### src/rtl/fifo_pkg.sv
// Shared types and constants for the word-to-nibble unpacking FIFO.
// The flush FSM state encoding is also used by the debug port and the bench.
package fifo_pkg;

  localparam int NIB_W         = 4;
  localparam int WORD_W        = 32;
  localparam int NIBS_PER_WORD = 8;

  // nibs holds the decoded count 1..8, so it needs one bit more than the port field
  typedef struct packed {
    logic [WORD_W-1:0] data;
    logic [3:0]        nibs;
  } unpack_entry_t;

  typedef enum logic [1:0] {
    IDLE  = 2'd0,
    DRAIN = 2'd1,
    DONE  = 2'd2
  } flush_state_e;

  // Port encoding uses 0 to mean a full word of 8 nibbles
  function automatic logic [3:0] decode_nibs(input logic [2:0] nibs_enc);
    logic [3:0] nibs_dec;
    if (nibs_enc == 3'd0) begin
      nibs_dec = 4'd8;
    end else begin
      nibs_dec = {1'b0, nibs_enc};
    end
    return nibs_dec;
  endfunction

endpackage

### src/rtl/fifo_unpack_flush_fsm.sv
// Flush sequencer: detects the flush request rising edge, blocks writes while
// draining and pulses flush_done for one cycle once the FIFO is empty.
module fifo_unpack_flush_fsm
  import fifo_pkg::*;
(
  input  logic         clk,
  input  logic         reset,
  input  logic         flush_i,
  input  logic         empty_i,
  output logic         wr_block_o,
  output logic         flush_done_o,
  output flush_state_e state_o
);

  flush_state_e state_q, state_d;
  logic         flush_q, flush_d;
  logic         flush_rise;

  always_ff @(posedge clk or negedge reset) begin
    if (!reset) begin
      state_q <= IDLE;
      flush_q <= 1'b0;
    end else begin
      state_q <= state_d;
      flush_q <= flush_d;
    end
  end

  assign flush_rise = flush_i & ~flush_q;

  always_comb begin
    state_d      = state_q;
    flush_d      = flush_i;
    wr_block_o   = 1'b0;
    flush_done_o = 1'b0;
    unique case (state_q)
      IDLE: begin
        if (flush_rise) begin
          state_d = DRAIN;
        end
      end
      DRAIN: begin
        // Dropping flush_i here does not abort; the drain always completes
        wr_block_o = 1'b1;
        if (empty_i) begin
          flush_done_o = 1'b1;
          state_d      = DONE;
        end
      end
      DONE: begin
        if (!flush_i) begin
          state_d = IDLE;
        end
      end
      default: begin
        state_d = IDLE;
      end
    endcase
  end

  assign state_o = state_q;

endmodule

### src/rtl/fifo_unpack.sv
// Wide-to-narrow FIFO: stores 32-bit words with a valid-nibble count and
// returns them one nibble per read, nibble 0 first, skipping unused nibbles.
module fifo_unpack
  import fifo_pkg::*;
#(
  parameter int DEPTH = 4,
  parameter int PTR_W = $clog2(DEPTH)
) (
  input  logic              clk,
  input  logic              reset,
  input  logic              fifo_wr_valid_i,
  input  logic [WORD_W-1:0] fifo_wr_data_i,
  input  logic [2:0]        fifo_wr_nibs_i,
  output logic              fifo_wr_ovf_o,
  output logic              fifo_data_avail_o,
  input  logic              fifo_rd_valid_i,
  output logic [NIB_W-1:0]  fifo_rd_data_o,
  input  logic              fifo_flush_i,
  output logic              fifo_flush_done_o,
  output logic              fifo_empty_o,
  output logic              fifo_full_o,
  output flush_state_e      fifo_flush_state_o
);

  // Handshake: there is no ready. A write is taken when wr_valid is high and the
  // FIFO is neither full nor draining, else ovf flags the drop in the same cycle;
  // a read consumes the shown nibble when rd_valid is high and the FIFO is non-empty.

  unpack_entry_t    mem_q [DEPTH];
  logic [PTR_W:0]   wr_ptr_q, wr_ptr_d;
  logic [PTR_W:0]   rd_ptr_q, rd_ptr_d;
  logic [2:0]       rd_col_q, rd_col_d;

  logic             empty;
  logic             full;
  logic             wr_block;
  logic             wr_accept;
  logic             rd_accept;
  logic             rd_last;
  unpack_entry_t    rd_entry;
  unpack_entry_t    wr_entry;

  always_ff @(posedge clk or negedge reset) begin
    if (!reset) begin
      wr_ptr_q <= '0;
      rd_ptr_q <= '0;
      rd_col_q <= '0;
    end else begin
      wr_ptr_q <= wr_ptr_d;
      rd_ptr_q <= rd_ptr_d;
      rd_col_q <= rd_col_d;
    end
  end

  // Storage carries no reset; only the pointers define what is valid
  always_ff @(posedge clk) begin
    if (wr_accept) begin
      mem_q[wr_ptr_q[PTR_W-1:0]] <= wr_entry;
    end
  end

  // Flags come from registered pointers only, so same-cycle traffic never
  // relieves a full or empty condition
  assign empty = (wr_ptr_q == rd_ptr_q);
  assign full  = (wr_ptr_q[PTR_W-1:0] == rd_ptr_q[PTR_W-1:0]) &&
                 (wr_ptr_q[PTR_W] != rd_ptr_q[PTR_W]);

  assign wr_entry.data = fifo_wr_data_i;
  assign wr_entry.nibs = decode_nibs(fifo_wr_nibs_i);

  assign rd_entry = mem_q[rd_ptr_q[PTR_W-1:0]];

  assign wr_accept = fifo_wr_valid_i & ~full & ~wr_block;
  assign rd_accept = fifo_rd_valid_i & ~empty;
  assign rd_last   = ({1'b0, rd_col_q} == (rd_entry.nibs - 4'd1));

  always_comb begin
    wr_ptr_d = wr_ptr_q;
    rd_ptr_d = rd_ptr_q;
    rd_col_d = rd_col_q;
    if (wr_accept) begin
      wr_ptr_d = wr_ptr_q + 1'b1;
    end
    if (rd_accept) begin
      if (rd_last) begin
        rd_col_d = '0;
        rd_ptr_d = rd_ptr_q + 1'b1;
      end else begin
        rd_col_d = rd_col_q + 3'd1;
      end
    end
  end

  fifo_unpack_flush_fsm u_flush_fsm (
    .clk          (clk),
    .reset        (reset),
    .flush_i      (fifo_flush_i),
    .empty_i      (empty),
    .wr_block_o   (wr_block),
    .flush_done_o (fifo_flush_done_o),
    .state_o      (fifo_flush_state_o)
  );

  assign fifo_wr_ovf_o     = fifo_wr_valid_i & ~wr_accept;
  assign fifo_data_avail_o = ~empty;
  assign fifo_rd_data_o    = rd_entry.data[{rd_col_q, 2'b00} +: NIB_W];
  assign fifo_empty_o      = empty;
  assign fifo_full_o       = full;

endmodule
### config.mk
export PLATFORM = sky130hd
export DESIGN_NAME = fifo_unpack
export DESIGN_NICKNAME = d
export VERILOG_FILES = /design/src/rtl/fifo_pkg.sv /design/src/rtl/fifo_unpack_flush_fsm.sv /design/src/rtl/fifo_unpack.sv
export SDC_FILE = /design/constraint.sdc
export NUM_CORES = 1
export LEC_CHECK = 0
export ABC_CLOCK_PERIOD_IN_PS = 7100
export BUFFER_PORTS_ARGS = -buffer_cell sky130_fd_sc_hd__buf_2
export CAP_MARGIN = 15
export CORE_ASPECT_RATIO = 1.5
export CORE_MARGIN = 8
export CORE_UTILIZATION = 53
export DETAILED_ROUTE_END_ITERATION = 10
export PLACE_DENSITY_LB_ADDON = 0.05
export SETUP_SLACK_MARGIN = 0.2
export SYNTH_ARGS = -nofsm -noshare
export SYNTH_HDL_FRONTEND = slang
export SYNTH_SLANG_ARGS = --single-unit
### constraint.sdc
create_clock -name clk -period 7.1 [get_ports clk]
set_clock_uncertainty 0.2 [all_clocks]
set_input_delay 1.775 -clock clk [delete_from_list [all_inputs] [get_ports clk]]
set_output_delay 1.775 -clock clk [all_outputs]
set_load 0.05 [all_outputs]
==> results.tsv, run 1 <==
stage	metric	value	unit
run_status	outcome	completed	
worst_setup_path	start_kind	flip-flop	
clock_network	postCtsHoldBufs	0	
worst_setup_path	cpPeakStageDelay	0.83	ns
worst_hold_path	min_path_type	flip-flop to flip-flop	
worst_setup_path	critical_path_buf_inv_count	2	
drt	detail_route.wl_per_cell	21.37	µm
power	internal_power	2171	µW
drt	dr.pass1.iters	4	
worst_setup_path	reg2reg_depth	8	
die	core-area	11410	µm²
timing	max_freq	191.5	MHz
placed_design	gp_congestion	0.6888	
logic_synthesis	synthCells	279	
flow_run	cap_violations	0	
logic_synthesis	ys_async_sr_fraction	7.692	%
cells_and_area	final_nets	384	
worst_setup_path	crit_family	multiplexers	
logic_synthesis	avgSynthCellArea	22.10	µm²
logic_synthesis	ys_ff_latch	156	
die	chipHeight	148.1	µm
clock_network	cts_setup_buffers	0	
grt	track_usage	14.80	%
power	finalPower	3216	µW
timing	slew_headroom	31.95	%
placed_design	io_buffer_count	50	
logic_synthesis	netlist_area	6165	µm²
die	initial_core_util	54.02	%
clock_network	cts_buffers	17	
drt	vias_per_cell	5.558	
clock_network	root_buffer	clkbuf_16	
worst_hold_path	hold_path_startpoint	u_flush_fsm.state_o[1]	
timing	min_period_over_period	73.54	%
power	p_switching	1044	µW
timing	grt_setup_unrepaired	false	
clock_network	clk-insertion-delay-late	0.41	ns
clock_network	cts_buffer_depth	2	
drt	drc	0	
timing	finalSetupTns	0	ns
die	die_area	15410	µm²
drt	ant_nets	0	
grt	grt_pass1_vias	3132	
worst_setup_path	path_class	flip-flop to primary output	
worst_setup_path	slowest_stage	dfrtp_2	
timing	timing.final.max_slew_violations	0	
power	power_frac_seq	41.8	%
placed_design	dp_hpwl	6.479	mm
worst_hold_path	min_to	u_flush_fsm.state_o[0]	
die	io_pins	51	
timing	finalCriticalPeriod	5.221	ns
drt	drt_first_iter_violations	115	
worst_setup_path	end_kind	primary output	
power	p_leak	0.002450	µW
power	power.density	450.2	nW/µm²
power	combPwrFrac	30.2	%
worst_setup_path	crit_required	5.12	ns
grt	grt_antenna_before_repair	0	
worst_setup_path	r2r_start	rd_ptr_q[0]	
worst_setup_path	cp_max_fo	20	
drt	wl	10.68	mm
clock_network	htree_levels	4	
clock_network	ctsResizeCount	0	
die	rows	48	
worst_setup_path	ff2ff_setup_slack	3.44	ns
worst_hold_path	hold_path_depth	1	
power	switching_share	32.48	%
grt	grt_overflow	0	
worst_setup_path	arrival	3.25	ns
drt	via_count	2779	
worst_setup_path	worstPathCellList	buf_4 -> mux4_2 -> mux4_2 -> mux2_2 -> buf_2	
logic_synthesis	ys_warn_count	0	
logic_synthesis	synth-edff-count	144	
clock_network	cts.sinks	156	
power	pwr-share-clk	28.1	%
timing	setup_violations	0	
cells_and_area	drive_above_1_share	39.43	%
clock_network	cts_tree	built	
worst_setup_path	worstReg2RegEnd	rd_ptr_q[1]	
grt	grt_max_degree	38	
timing	worstMarginPinSlew	1.021	ns
clock_network	clk_pin_slew	0.06	ns
die	die_x	104.1	µm
timing	hold_violations	0	
logic_synthesis	syn-num-nets	326	
logic_synthesis	synthFlopType	edfxtp_1	
cells_and_area	num_antenna_cells	0	
logic_synthesis	ys_seq_area_share	75.02	%
logic_synthesis	synthDistinctLibCells	29	
worst_setup_path	crit_path_frequent_cell	mux4_2	
grt	grt_pass1_wl	17.12	mm
cells_and_area	area_growth	15.87	%
power	max-vdd-ir-drop	232.6	µV
timing	fin_hold_ws	0.2687	ns
stage by stage:
step / cell area, µm² / setup WS [ns] / cells / util [%]
after floorplan: 6165 / 2.480 / 279 / -
after global placement: 6546 / 2.254 / 468 / 57.37
final: 7143 / 1.879 / 500 / 62.60
after CTS: 7143 / 1.788 / 500 / 62.60
after global routing: 7143 / 1.682 / 500 / 62.60
after detailed placement: 6546 / 2.235 / 468 / 57.37
layout make-up:
type / count / area [µm²]
inverter: 5 / 18.77
clock buffer: 17 / 425.4
sequential: 156 / 4626
clock inverter: 15 / 171.4
multi-input combinational: 104 / 1441
tap: 150 / 187.7
fill: 780 / 4268
timing repair buffer: 53 / 272.8
worst reg2reg max path: stages (launching register included):
cell and delay, ns:
dfrtp_2 0.83, buf_4 0.49, mux4_2 0.61, inv_1 0.08, ha_1 0.24, xnor2_1 0.13
nor3_1 0.46, nand3_1 0.20, mux2_2 0.32
Yosys cell counts (2+ instances only):
library cell	number	area share, %
o21ai_0	3	0.24
xor2_1	2	0.28
ha_1	7	1.4
dfrtp_1	12	4.9
buf_1	4	0.24
mux4_2	44	16
nor3_1	3	0.24
nand2b_1	3	0.30
nand2_1	7	0.43
buf_6	4	0.73
inv_1	5	0.30
nor2_1	3	0.18
mux2_2	5	0.91
edfxtp_1	144	70
clkbuf_1	5	0.30
and2_1	6	0.61
xnor2_1	10	1.4
kinds of logic after synthesis:
| group | after synthesis | share of synthesized area [%] |
|---|---|---|
| xor+xnor | 12 | 1.705 |
| simple gates | 29 | 2.537 |
| mux | 49 | 16.99 |
| buf+inv | 19 | 1.664 |
| flops | 156 | 75.02 |
| fa+ha+maj | 7 | 1.421 |
| compound gates | 7 | 0.6698 |
how the worst max path moves through the flow:
stage	startpoint	end	slack, ns	cells after the start
global placement	rd_ptr_q[0]	fifo_rd_data_o[2]	2.25	5
finish	rd_ptr_q[0]	fifo_rd_data_o[2]	1.88	5
CTS	rd_ptr_q[0]	fifo_rd_data_o[2]	1.79	5
detailed placement	rd_ptr_q[0]	fifo_rd_data_o[2]	2.23	5
global route	rd_ptr_q[0]	fifo_rd_data_o[2]	1.68	5
floorplan	fifo_wr_valid_i	fifo_wr_ovf_o	2.48	3
power groups by stage:
stage	logic (µW)	clock network [µW]	registers [µW]
CTS	993	920	1350
detailed placement	992	0	1370
global route	1050	958	1370
global placement	986	0	1360
floorplan	835	0	1290
finish	970	903	1340
metal layers:
layer | GRT usage [%] | part of all wire [%] | vias up
met5 | 0 | 0 | -
met4 | 5.455 | 1.1 | 0
met3 | 4.374 | 4.1 | 9
met2 | 25.18 | 53 | 53
met1 | 17.44 | 42 | 1455
li1 | - | - | 1262
placed cells by master, fill, tap and decap left out, types with 2 or more instances in the layout:
master and n:
mux2_2 5, inv_8 2, buf_2 50, ha_1 7
nor2_1 3, clkbuf_16 17, and2_2 3, inv_1 5
inv_6 8, xnor2_1 10, bufinv_16 2, o21ai_0 3
edfxtp_1 144, clkinv_2 2, nand2b_1 3, dfrtp_1 11
nand2_1 7, mux4_2 44, nor3_1 3, and2_1 3
buf_4 3, xor2_1 2
registers in the layout, indices dropped and copies added (netlist names):
name	flops
u_flush_fsm.state_o	2
rd_col_q	3
mem_q	144
u_flush_fsm.flush_q	1
rd_ptr_q	3
wr_ptr_q	3
(Power assumes the default switching activity.)
==> run 2: changes to the inputs <==
Settings changed: ABC_CLOCK_PERIOD_IN_PS 7100 to 4940.
Clock period 7.1 ns to 4.94 ns, I/O delays scaled along.
==> results.tsv, run 2 (synthesized netlist as in run 1, its figures left out) <==
stage	metric	value	unit	change
drt	dr.pass1.iters	4		unchanged
clock_network	cts_buffers	17		unchanged
drt	ant_nets	0		unchanged
worst_hold_path	min_path_type	flip-flop to flip-flop		
drt	drt_first_iter_violations	189		+64%
die	core-area	11410	µm²	unchanged
worst_setup_path	start_kind	flip-flop		
die	rows	48		unchanged
cells_and_area	drive_above_1_share	39.43	%	unchanged
clock_network	clk_pin_slew	0.06	ns	about the same
timing	max_freq	241.9	MHz	
worst_setup_path	crit_required	3.50	ns	-1.62 ns
worst_setup_path	arrival	2.70	ns	-0.55 ns
cells_and_area	area_growth	16.66	%	
timing	setup_violations	0		unchanged
cells_and_area	num_antenna_cells	0		unchanged
grt	track_usage	15.10	%	+0.30 points
timing	worstMarginPinSlew	1.024	ns	+0.003613 ns
grt	grt_max_degree	38		unchanged
clock_network	cts.sinks	156		unchanged
worst_setup_path	end_kind	primary output		
clock_network	cts_tree	built		
grt	grt_antenna_before_repair	0		unchanged
placed_design	gp_congestion	0.6880		-0.12%
worst_setup_path	worstPathCellList	buf_12 -> mux4_2 -> mux4_2 -> mux2_2 -> buf_2		
die	chipHeight	148.1	µm	unchanged
timing	finalSetupTns	0	ns	unchanged
timing	timing.final.max_slew_violations	0		unchanged
die	die_x	104.1	µm	unchanged
power	max-vdd-ir-drop	294.2	µV	+27%
placed_design	dp_hpwl	6.366	mm	-1.7%
clock_network	clk-insertion-delay-late	0.42	ns	about the same
drt	vias_per_cell	5.668		+2.0%
cells_and_area	layout_commonest_cell	edfxtp_1		
cells_and_area	layout_common_cells	edfxtp_1 (144), buf_2 (50), mux4_2 (44)		
drt	wl	10.68	mm	about the same
die	io_pins	51		unchanged
worst_setup_path	crit_path_frequent_cell	mux4_2		
power	p_leak	0.002464	µW	+0.58%
grt	grt_overflow	0		unchanged
clock_network	root_buffer	clkbuf_16		
flow_run	cap_violations	0		unchanged
clock_network	ctsResizeCount	0		unchanged
power	power.density	653.5	nW/µm²	+45%
clock_network	postCtsHoldBufs	0		unchanged
grt	grt_pass1_wl	17.31	mm	+1.1%
worst_setup_path	path_class	flip-flop to primary output		
worst_setup_path	crit_family	multiplexers		
worst_setup_path	slowest_stage	mux4_2		
placed_design	io_buffer_count	50		unchanged
cells_and_area	nFillCells	805		+3.2%
drt	detail_route.wl_per_cell	21.37	µm	about the same
drt	via_count	2834		+2.0%
timing	hold_violations	0		unchanged
clock_network	cts_buffer_depth	2		unchanged
cells_and_area	final_nets	384		unchanged
timing	slew_headroom	31.70	%	-0.24 points
timing	finalCriticalPeriod	4.134	ns	
cells_and_area	largest_reg_flops	144		unchanged
timing	min_period_over_period	83.69	%	
worst_setup_path	cpPeakStageDelay	0.55	ns	-0.28 ns
clock_network	htree_levels	4		unchanged
worst_setup_path	critical_path_buf_inv_count	2		unchanged
grt	grt_pass1_vias	3202		+2.2%
run_status	outcome	completed		
drt	drc	0		unchanged
clock_network	cts_setup_buffers	0		unchanged
power	finalPower	4700	µW	+46%
die	initial_core_util	54.02	%	unchanged
worst_setup_path	cp_max_fo	36		+80%
die	die_area	15410	µm²	unchanged
timing	grt_setup_unrepaired	false		
run 2: final cells by class:
type	instances	area [µm²]	share of cell area (%)
Sequential cell	156	4626	64.32
Inverter	5	18.77	0.2610
Timing Repair Buffer	53	297.8	4.141
Clock buffer	17	425.4	5.915
Multi-Input combinational cell	104	1441	20.04
Tap cell	150	187.7	2.610
Clock inverter	15	195.2	2.714
run 2: per-stage QoR:
stage | hold slack [ns] | std cells | cell area (µm²) | util (%) | setup WS (ns)
after floorplan | 0.2604 | 279 | 6165 | - | 1.169
after global placement | 0.2518 | 468 | 6571 | 57.59 | 1.201
after detailed placement | 0.2691 | 468 | 6571 | 57.59 | 1.209
after CTS | 0.2714 | 500 | 7192 | 63.03 | 0.7538
after global routing | 0.2936 | 500 | 7192 | 63.03 | 0.6834
final | 0.2678 | 500 | 7192 | 63.03 | 0.8057
run 2: where the power goes:
group | internal [µW] | switching (µW)
logic | 642 | 814
clock network | 814 | 540
registers | 1740 | 154
run 2: path summary, 6_finish.rpt:
path	startpoint	cells after the start	to	slack, ns
min reg2reg	u_flush_fsm.state_o[1]	1	u_flush_fsm.state_o[0]	0.27
min	u_flush_fsm.state_o[1]	1	u_flush_fsm.state_o[0]	0.27
max in group asynchronous	reset	1	rd_ptr_q[0]	3.81
min in group asynchronous	reset	1	rd_col_q[2]	0.49
max reg2reg	rd_ptr_q[0]	8	rd_ptr_q[1]	1.86
max	rd_ptr_q[0]	5	fifo_rd_data_o[2]	0.81
run 2: layer usage:
layer | track usage [%] | share of wire [%]
met1 | 16.91 | 40
met5 | 0 | 0
met4 | 6.400 | 0.91
met3 | 4.417 | 4.3
met2 | 26.34 | 55
